`src/rtl/border_pad_stream_if.sv`:
```
// ----------------------------------------------------------------------------
// border_pad_stream_if
//
// Purpose: groups the frame-control, input-stream and output-stream signals of
// the border padding stage so they travel as one bundle.
//
// Signals:
//   newFrame  start-of-frame request, honoured only while the stage is idle
//   iMode     fill mode for the frame being started
//   iValid    input pixel valid
//   iReady    input pixel accepted when iValid & iReady
//   iData     input pixel, channel 0 in the MSBs
//   oValid    output beat valid
//   oReady    downstream accepts the beat when oValid & oReady
//   oData     output beat
//   oLast     marks the last beat of each padded row
//   oDone     one-cycle pulse after the final beat of a frame has transferred
//
// Modports:
//   master  the side that feeds pixels in and drains beats out
//   slave   the padding stage itself
// ----------------------------------------------------------------------------
interface border_pad_stream_if #(
    parameter int CHANNELS = 3,
    parameter int DATA_W   = 8
);
    logic                         newFrame;
    logic [1:0]                   iMode;
    logic                         iValid;
    logic                         iReady;
    logic [CHANNELS*DATA_W-1:0]   iData;
    logic                         oValid;
    logic                         oReady;
    logic [CHANNELS*DATA_W-1:0]   oData;
    logic                         oLast;
    logic                         oDone;

    modport master (
        output newFrame, iMode, iValid, iData, oReady,
        input  iReady, oValid, oData, oLast, oDone
    );

    modport slave (
        input  newFrame, iMode, iValid, iData, oReady,
        output iReady, oValid, oData, oLast, oDone
    );
endinterface

```
`src/rtl/border_pad_stream.sv`:
```
// ----------------------------------------------------------------------------
// border_pad_stream
//
// Purpose: takes one WIDTH x HEIGHT frame on a valid/ready stream and emits it
// surrounded by PAD = (KERNEL_SIZE-1)/2 border pixels on every side, so the
// following windowed filter sees a full kernel at the image edges. The border
// is zero, a constant (PAD_VALUE per channel) or a horizontal replica of the
// row's edge pixels, chosen per frame. Backpressure on both sides lets the
// stage stall the upstream while it inserts border beats.
//
// Ports:
//   clk    rising-edge clock
//   reset  synchronous, active-high; abandons any partial frame
//   bus    border_pad_stream_if.slave bundle (frame control, input stream,
//          output stream, done pulse)
// ----------------------------------------------------------------------------
module border_pad_stream #(
    parameter int                WIDTH       = 320,
    parameter int                HEIGHT      = 240,
    parameter int                KERNEL_SIZE = 7,
    parameter int                CHANNELS    = 3,
    parameter int                DATA_W      = 8,
    parameter logic [DATA_W-1:0] PAD_VALUE   = '0
) (
    input  logic                   clk,
    input  logic                   reset,
    border_pad_stream_if.slave     bus
);

    localparam int PAD   = (KERNEL_SIZE - 1) / 2;
    localparam int PW    = WIDTH + 2 * PAD;
    localparam int PH    = HEIGHT + 2 * PAD;
    localparam int PIX_W = CHANNELS * DATA_W;

    localparam logic [15:0] COL_LAST     = 16'(PW - 1);
    localparam logic [15:0] COL_LEFT_END = 16'(PAD - 1);
    localparam logic [15:0] COL_BODY_END = 16'(PAD + WIDTH - 1);
    localparam logic [15:0] ROW_TOP_END  = 16'(PAD - 1);
    localparam logic [15:0] ROW_BODY_END = 16'(PAD + HEIGHT - 1);
    localparam logic [15:0] ROW_LAST     = 16'(PH - 1);

    typedef enum logic [2:0] {
        IDLE,
        TOP,
        LEFT,
        BODY,
        RIGHT,
        BOTTOM,
        DONE
    } state_t;

    state_t             state_q;
    logic [1:0]         mode_q;
    logic [15:0]        col_q;
    logic [15:0]        row_q;
    logic [PIX_W-1:0]   edge_q;
    logic [PIX_W-1:0]   oData_q;
    logic               oValid_q;
    logic               oLast_q;
    logic               oDone_q;

    logic [15:0]        col_d;
    logic [15:0]        row_d;
    logic               advance;
    logic               replicate;
    logic               colAtLast;
    logic [PIX_W-1:0]   fill;

    // Constant fill for a given mode: only mode 1 uses PAD_VALUE, every other
    // mode (including the reserved value 3) borders with zero.
    function automatic logic [PIX_W-1:0] fillFor(input logic [1:0] mode);
        fillFor = (mode == 2'd1) ? {CHANNELS{PAD_VALUE}} : '0;
    endfunction

    // The output register may take a new beat when it is empty or its current
    // beat is being accepted this cycle.
    assign advance   = !oValid_q || bus.oReady;
    assign replicate = (mode_q == 2'd2);
    assign fill      = fillFor(mode_q);
    assign colAtLast = (col_q == COL_LAST);
    assign col_d     = colAtLast ? 16'd0 : col_q + 16'd1;
    assign row_d     = row_q + 16'd1;

    // Pixels are only taken while passing the active part of a row, and only
    // when the output register can accept them in the same cycle.
    assign bus.iReady = (state_q == BODY) && advance;

    assign bus.oValid = oValid_q;
    assign bus.oData  = oData_q;
    assign bus.oLast  = oLast_q;
    assign bus.oDone  = oDone_q;

    // Frame sequencer and output register. Each state loads at most one beat
    // per cycle when the output register can advance; the column counter runs
    // across the whole padded row and the row counter across the padded frame.
    // Leaving IDLE already loads the first top-border beat so the frame starts
    // on the cycle right after newFrame is taken. In replicate mode the left
    // border peeks at the waiting first pixel of the row without consuming it,
    // and the right border reuses the last body pixel held in edge_q.
    always_ff @(posedge clk) begin
        if (reset) begin
            state_q  <= IDLE;
            mode_q   <= 2'd0;
            col_q    <= 16'd0;
            row_q    <= 16'd0;
            edge_q   <= '0;
            oData_q  <= '0;
            oValid_q <= 1'b0;
            oLast_q  <= 1'b0;
            oDone_q  <= 1'b0;
        end else begin
            oDone_q <= 1'b0;
            case (state_q)
                IDLE: begin
                    if (bus.newFrame) begin
                        mode_q   <= (bus.iMode == 2'd3) ? 2'd0 : bus.iMode;
                        oValid_q <= 1'b1;
                        oData_q  <= fillFor(bus.iMode);
                        oLast_q  <= (COL_LAST == 16'd0);
                        col_q    <= 16'd1;
                        row_q    <= 16'd0;
                        state_q  <= TOP;
                    end
                end

                TOP, BOTTOM: begin
                    if (advance) begin
                        oValid_q <= 1'b1;
                        oData_q  <= fill;
                        oLast_q  <= colAtLast;
                        col_q    <= col_d;
                        if (colAtLast) begin
                            row_q <= row_d;
                            if (state_q == TOP && row_q == ROW_TOP_END) begin
                                state_q <= LEFT;
                            end else if (state_q == BOTTOM && row_q == ROW_LAST) begin
                                state_q <= DONE;
                            end
                        end
                    end
                end

                LEFT: begin
                    if (advance) begin
                        if (replicate && !bus.iValid) begin
                            oValid_q <= 1'b0;
                            oLast_q  <= 1'b0;
                        end else begin
                            oValid_q <= 1'b1;
                            oData_q  <= replicate ? bus.iData : fill;
                            oLast_q  <= 1'b0;
                            col_q    <= col_d;
                            if (col_q == COL_LEFT_END) begin
                                state_q <= BODY;
                            end
                        end
                    end
                end

                BODY: begin
                    if (advance) begin
                        if (bus.iValid) begin
                            oValid_q <= 1'b1;
                            oData_q  <= bus.iData;
                            edge_q   <= bus.iData;
                            oLast_q  <= 1'b0;
                            col_q    <= col_d;
                            if (col_q == COL_BODY_END) begin
                                state_q <= RIGHT;
                            end
                        end else begin
                            oValid_q <= 1'b0;
                            oLast_q  <= 1'b0;
                        end
                    end
                end

                RIGHT: begin
                    if (advance) begin
                        oValid_q <= 1'b1;
                        oData_q  <= replicate ? edge_q : fill;
                        oLast_q  <= colAtLast;
                        col_q    <= col_d;
                        if (colAtLast) begin
                            row_q   <= row_d;
                            state_q <= (row_q == ROW_BODY_END) ? BOTTOM : LEFT;
                        end
                    end
                end

                DONE: begin
                    // The final beat is already in the output register; once it
                    // drains, pulse oDone for a cycle while still refusing
                    // newFrame, then return to IDLE.
                    if (oDone_q) begin
                        state_q <= IDLE;
                    end else if (advance) begin
                        oValid_q <= 1'b0;
                        oLast_q  <= 1'b0;
                        oDone_q  <= 1'b1;
                    end
                end

                default: begin
                    state_q <= IDLE;
                end
            endcase
        end
    end

endmodule

```
`src/flat_wrapper.sv`:
```
// flat-port wrapper written by rule: the top's interface ports become plain ports
module border_pad_stream_flat 
#(
    parameter int                WIDTH       = 320,
    parameter int                HEIGHT      = 240,
    parameter int                KERNEL_SIZE = 7,
    parameter int                CHANNELS    = 3,
    parameter int                DATA_W      = 8,
    parameter logic [DATA_W-1:0] PAD_VALUE   = '0
)
  (clk, reset, bus_newFrame, bus_iMode, bus_iValid, bus_iData, bus_oReady, bus_iReady, bus_oValid, bus_oData, bus_oLast, bus_oDone);
  border_pad_stream_if #(.CHANNELS(CHANNELS), .DATA_W(DATA_W)) bus_i ();
  input  logic clk;
  input  logic reset;
  input wire logic [$bits(bus_i.newFrame)-1:0] bus_newFrame;
  input wire logic [$bits(bus_i.iMode)-1:0] bus_iMode;
  input wire logic [$bits(bus_i.iValid)-1:0] bus_iValid;
  input wire logic [$bits(bus_i.iData)-1:0] bus_iData;
  input wire logic [$bits(bus_i.oReady)-1:0] bus_oReady;
  output wire logic [$bits(bus_i.iReady)-1:0] bus_iReady;
  output wire logic [$bits(bus_i.oValid)-1:0] bus_oValid;
  output wire logic [$bits(bus_i.oData)-1:0] bus_oData;
  output wire logic [$bits(bus_i.oLast)-1:0] bus_oLast;
  output wire logic [$bits(bus_i.oDone)-1:0] bus_oDone;
  assign bus_i.newFrame = bus_newFrame;
  assign bus_i.iMode = bus_iMode;
  assign bus_i.iValid = bus_iValid;
  assign bus_i.iData = bus_iData;
  assign bus_i.oReady = bus_oReady;
  assign bus_iReady = bus_i.iReady;
  assign bus_oValid = bus_i.oValid;
  assign bus_oData = bus_i.oData;
  assign bus_oLast = bus_i.oLast;
  assign bus_oDone = bus_i.oDone;
  border_pad_stream #(.WIDTH(WIDTH), .HEIGHT(HEIGHT), .KERNEL_SIZE(KERNEL_SIZE), .CHANNELS(CHANNELS), .DATA_W(DATA_W), .PAD_VALUE(PAD_VALUE)) u_core (.clk(clk), .reset(reset), .bus(bus_i));
endmodule
```
`config.mk`:
```
export PLATFORM = sky130hd
export DESIGN_NAME = border_pad_stream_flat
export DESIGN_NICKNAME = d
export VERILOG_FILES = /design/src/rtl/border_pad_stream_if.sv /design/src/rtl/border_pad_stream.sv /design/src/flat_wrapper.sv
export SDC_FILE = /design/constraint.sdc
export NUM_CORES = 1
export LEC_CHECK = 0
export BUFFER_PORTS_ARGS = -buffer_cell sky130_fd_sc_hd__buf_2
export CORE_UTILIZATION = 40
export DETAILED_ROUTE_END_ITERATION = 12
export GPL_TIMING_DRIVEN = 0
export HOLD_SLACK_MARGIN = 0.12
export SYNTH_ARGS = -nofsm -noshare
export SYNTH_HDL_FRONTEND = slang
export SYNTH_SLANG_ARGS = --single-unit
```
`constraint.sdc`:
```
create_clock -name clk -period 5.6 [get_ports clk]
set_input_delay 0.84 -clock clk [delete_from_list [all_inputs] [get_ports clk]]
set_output_delay 0.84 -clock clk [all_outputs]
set_load 0.02 [all_outputs]
```
==> impl_table.tex <==
\begin{tabular}{lr}
\hline
Metric & Value \\
\hline
\multicolumn{2}{l}{\textbf{Floorplan}} \\
Area of the placeable core & 9370 µm² \\
Number of primary I/O pins & 59 \\
Starting utilization of the core area & 41.9\% \\
Number of placement rows & 35 \\
Die Ht & 101 µm \\
Area of the die & 10200 µm² \\
Chip Width & 101 µm \\
\multicolumn{2}{l}{\textbf{Logic synthesis}} \\
Top cells by area, synth & sky130\_fd\_sc\_hd\_\_dfxtp\_1 (45\%), sky130\_fd\_sc\_hd\_\_nand2\_1 (8.5\%), sky130\_fd\_sc\_hd\_\_a21oi\_1 (5.7\%) \\
Ys Warns & 0 \\
Number of flip-flops and latches in the synthesized netlist & 88 \\
Syn Area/Cell & 8.03 µm² \\
Netlist area before placement & 3930 µm² \\
Post-synth top flop & sky130\_fd\_sc\_hd\_\_dfxtp\_1 \\
Post-synth net total & 526 \\
Number of flops mapped to enable cells by yosys & 0 \\
Count of different cell masters after synthesis & 48 \\
Post-synthesis async set-or-reset flop share & 0\% \\
Post-synth top area cell & sky130\_fd\_sc\_hd\_\_dfxtp\_1 \\
Post-synth top area share & 44.9\% \\
Sequential cell area fraction in the yosys report & 44.9\% \\
Post-Syn Instances & 489 \\
\multicolumn{2}{l}{\textbf{STA}} \\
Pin slew with the least headroom to its limit & 741 ps \\
Final hold violation count & 0 \\
Worst clock skew & 13.8 ps \\
Minimum period implied by the final worst setup slack & 2660 ps \\
Worst slew margin & 50.5\% \\
Unrepaired setup endpoints after global routing & false \\
Upper clock frequency limit & 376 MHz \\
Number of setup violations in the final report & 0 \\
Max Slew Vio Count & 0 \\
Final worst path period share & 47.5\% \\
Setup TNS & 0 ps \\
\multicolumn{2}{l}{\textbf{Drt}} \\
Drt first-iter violations & 171 \\
DRT antenna net count & 0 \\
Wire length after detailed routing & 9610 µm \\
Routed wire length per instance & 13.9 µm \\
DRC & 0 \\
Number of iterations in the first detailed-routing pass & 4 \\
Via/cell ratio & 5.36 \\
Via total after detailed routing & 3707 \\
\multicolumn{2}{l}{\textbf{Pwr}} \\
VDD IR-drop max & 0.000157 V \\
Power Total & 0.00160 W \\
Pwr/cell area & 346 nW/µm² \\
Standby leakage power & 1.63 nW \\
\multicolumn{2}{l}{\textbf{Setup path}} \\
Type of origin of the critical path & register \\
Critical path class & reg -> reg \\
Critical Path Sink Type & register \\
Required time worst endpoint & 5830 ps \\
CP arrival & 2890 ps \\
Worst-path fanout max & 10 \\
\multicolumn{2}{l}{\textbf{Place}} \\
Routability-driven placement congestion ratio & 0.920 \\
Placed cell area & 4380 µm² \\
Port Buffer Count & 58 \\
DPL Wire Length & 7010 µm \\
\multicolumn{2}{l}{\textbf{Global routing}} \\
Maximum number of pins on one net before global-route repair & 17 \\
Vias in the first global route & 3310 \\
Total overflow reported by the global router & 0 \\
Overall fraction of global-route tracks in use & 19.8\% \\
First-pass GRT wire length & 15900 µm \\
Antenna violations before repair & 0 \\
\multicolumn{2}{l}{\textbf{Clock tree}} \\
Total of cells resized after clock tree synthesis & 0 \\
Number of hold buffers added after CTS & 0 \\
Clock buffers created by TritonCTS & 9 \\
CTS Buffer Depth & 2 \\
Sinks on the clock net & 88 \\
Later-pin clock latency in the skew report & 350 ps \\
H-tree depth & 3 \\
CTS root buffer & sky130\_fd\_sc\_hd\_\_clkbuf\_8 \\
CTS tree & done \\
Clock transition time at the flip-flop clock pins of the worst setup and hold paths & 90 ps \\
\# Post-CTS Setup Buffers & 0 \\
\multicolumn{2}{l}{\textbf{Finish}} \\
Most common library cell in the layout ignoring fill and taps & sky130\_fd\_sc\_hd\_\_nand2\_1 \\
Cell area after layout & 4630 µm² \\
Layout cells sized above 1 & 14.6\% \\
Final \#Nets & 595 \\
Final standard cell utilization of the core & 49.4\% \\
Commonest non-fill, non-tap cells in the layout & sky130\_fd\_sc\_hd\_\_nand2\_1 (89), sky130\_fd\_sc\_hd\_\_dfxtp\_1 (88), sky130\_fd\_sc\_hd\_\_buf\_2 (60) \\
Seq. cell area & 1760 µm² \\
Area used by multi-input combinational logic & 2020 µm² \\
FILL cells & 949 \\
Diodes inserted & 0 \\
Area Growth Syn to Fin & 17.8\% \\
\multicolumn{2}{l}{\textbf{Status}} \\
Status & completed \\
\multicolumn{2}{l}{\textbf{Run}} \\
Max-cap violation count & 0 \\
\multicolumn{2}{l}{\textbf{Min path}} \\
Hold Crit Class & reg -> reg \\
\hline
\end{tabular}
[layer usage]
layer | track usage [%] | vias up | routed length, µm
met1 | 26.6 | 1704 | 4460
met5 | 0 | - | 0
met2 | 31.3 | 124 | 4390
met3 | 4.16 | 14 | 618
li1 | - | 1865 | -
met4 | 6.69 | 0 | 145
[metrics by stage]
step | hold WS, ps | setup WS [ps] | instances
6_report | 451 | 2940 | 692
3_3_place_gp | 432 | 2630 | 676
3_5_place_dp | 436 | 2580 | 676
4_1_cts | 457 | 2930 | 692
2_1_floorplan | 437 | 3000 | 489
5_1_grt | 477 | 2660 | 692
[sequential cells by signal (all words and copies together) (netlist names)]
signal / cells
u_core.state_q: 3
u_core.row_q: 16
u_core.col_q: 16
u_core.bus.oData: 24
u_core.bus.oValid: 1
u_core.bus.oDone: 1
u_core.edge_q: 24
u_core.bus.oLast: 1
u_core.mode_q: 2
[Yosys cell counts (2+ instances only)]
library cell	count
sky130_fd_sc_hd__nand2_1	89
sky130_fd_sc_hd__dfxtp_1	88
sky130_fd_sc_hd__a21oi_1	45
sky130_fd_sc_hd__nor2_1	42
sky130_fd_sc_hd__o21ai_0	37
sky130_fd_sc_hd__a22oi_1	24
sky130_fd_sc_hd__clkbuf_1	23
sky130_fd_sc_hd__nor3_1	14
sky130_fd_sc_hd__inv_1	11
sky130_fd_sc_hd__xnor2_1	11
sky130_fd_sc_hd__nand3_1	10
sky130_fd_sc_hd__xor2_1	10
sky130_fd_sc_hd__nand4_1	8
sky130_fd_sc_hd__or3_1	7
sky130_fd_sc_hd__ha_1	6
sky130_fd_sc_hd__nand2b_1	6
sky130_fd_sc_hd__a211oi_1	5
sky130_fd_sc_hd__and4_1	5
sky130_fd_sc_hd__nor4_1	5
sky130_fd_sc_hd__and3_1	4
sky130_fd_sc_hd__nor3b_1	4
sky130_fd_sc_hd__a31oi_1	3
sky130_fd_sc_hd__or4_1	3
sky130_fd_sc_hd__buf_2	2
sky130_fd_sc_hd__nor4b_1	2
sky130_fd_sc_hd__o211ai_1	2
sky130_fd_sc_hd__or2_2	2
[report_power, final]
part / switching, W / internal, W
registers: 0.0000218 / 0.000648
logic: 0.000273 / 0.000117
clock network: 0.000241 / 0.000302
[worst max-delay path: stages (launching register included)]
cell and delay (ps):
sky130_fd_sc_hd__dfxtp_1 310, sky130_fd_sc_hd__clkbuf_1 330, sky130_fd_sc_hd__clkbuf_1 390, sky130_fd_sc_hd__nor3_1 140, sky130_fd_sc_hd__a211o_1 320, sky130_fd_sc_hd__a211oi_1 580, sky130_fd_sc_hd__and3_2 310, sky130_fd_sc_hd__xnor2_1 110
sky130_fd_sc_hd__nor2_1 50
[kinds of logic (layout without fill, tap and decap cells)]
family | Yosys count | in the layout | share of synthesized area, %
buf+inv | 38 | 112 | 3.70
compound gates | 129 | 129 | 19.6
fa+ha+maj | 6 | 6 | 1.91
xor+xnor | 21 | 21 | 4.68
simple gates | 207 | 207 | 25.2
flops | 88 | 88 | 44.9
[layout make-up]
| cell class | count | share of cell area, % |
|---|---|---|
| buffer | 26 | 2.16 |
| sequential | 88 | 38.1 |
| timing repair buffer | 58 | 6.28 |
| multi-input combinational | 363 | 43.7 |
| inverter | 12 | 0.974 |
| tap | 129 | 3.49 |
| clock inverter | 7 | 2.68 |
| clock buffer | 9 | 2.68 |
[worst paths after layout]
kind,start,endpoint,slack (ps),depth (start not counted)
setup / recovery,u_core.state_q[2],u_core.row_q[12],2940,8
hold / removal,u_core.bus.oData[5],u_core.bus.oData[5],450,2
hold reg to reg,u_core.bus.oData[5],u_core.bus.oData[5],450,2
setup reg to reg,u_core.state_q[2],u_core.row_q[12],2940,8
(Power assumes the default switching activity.)
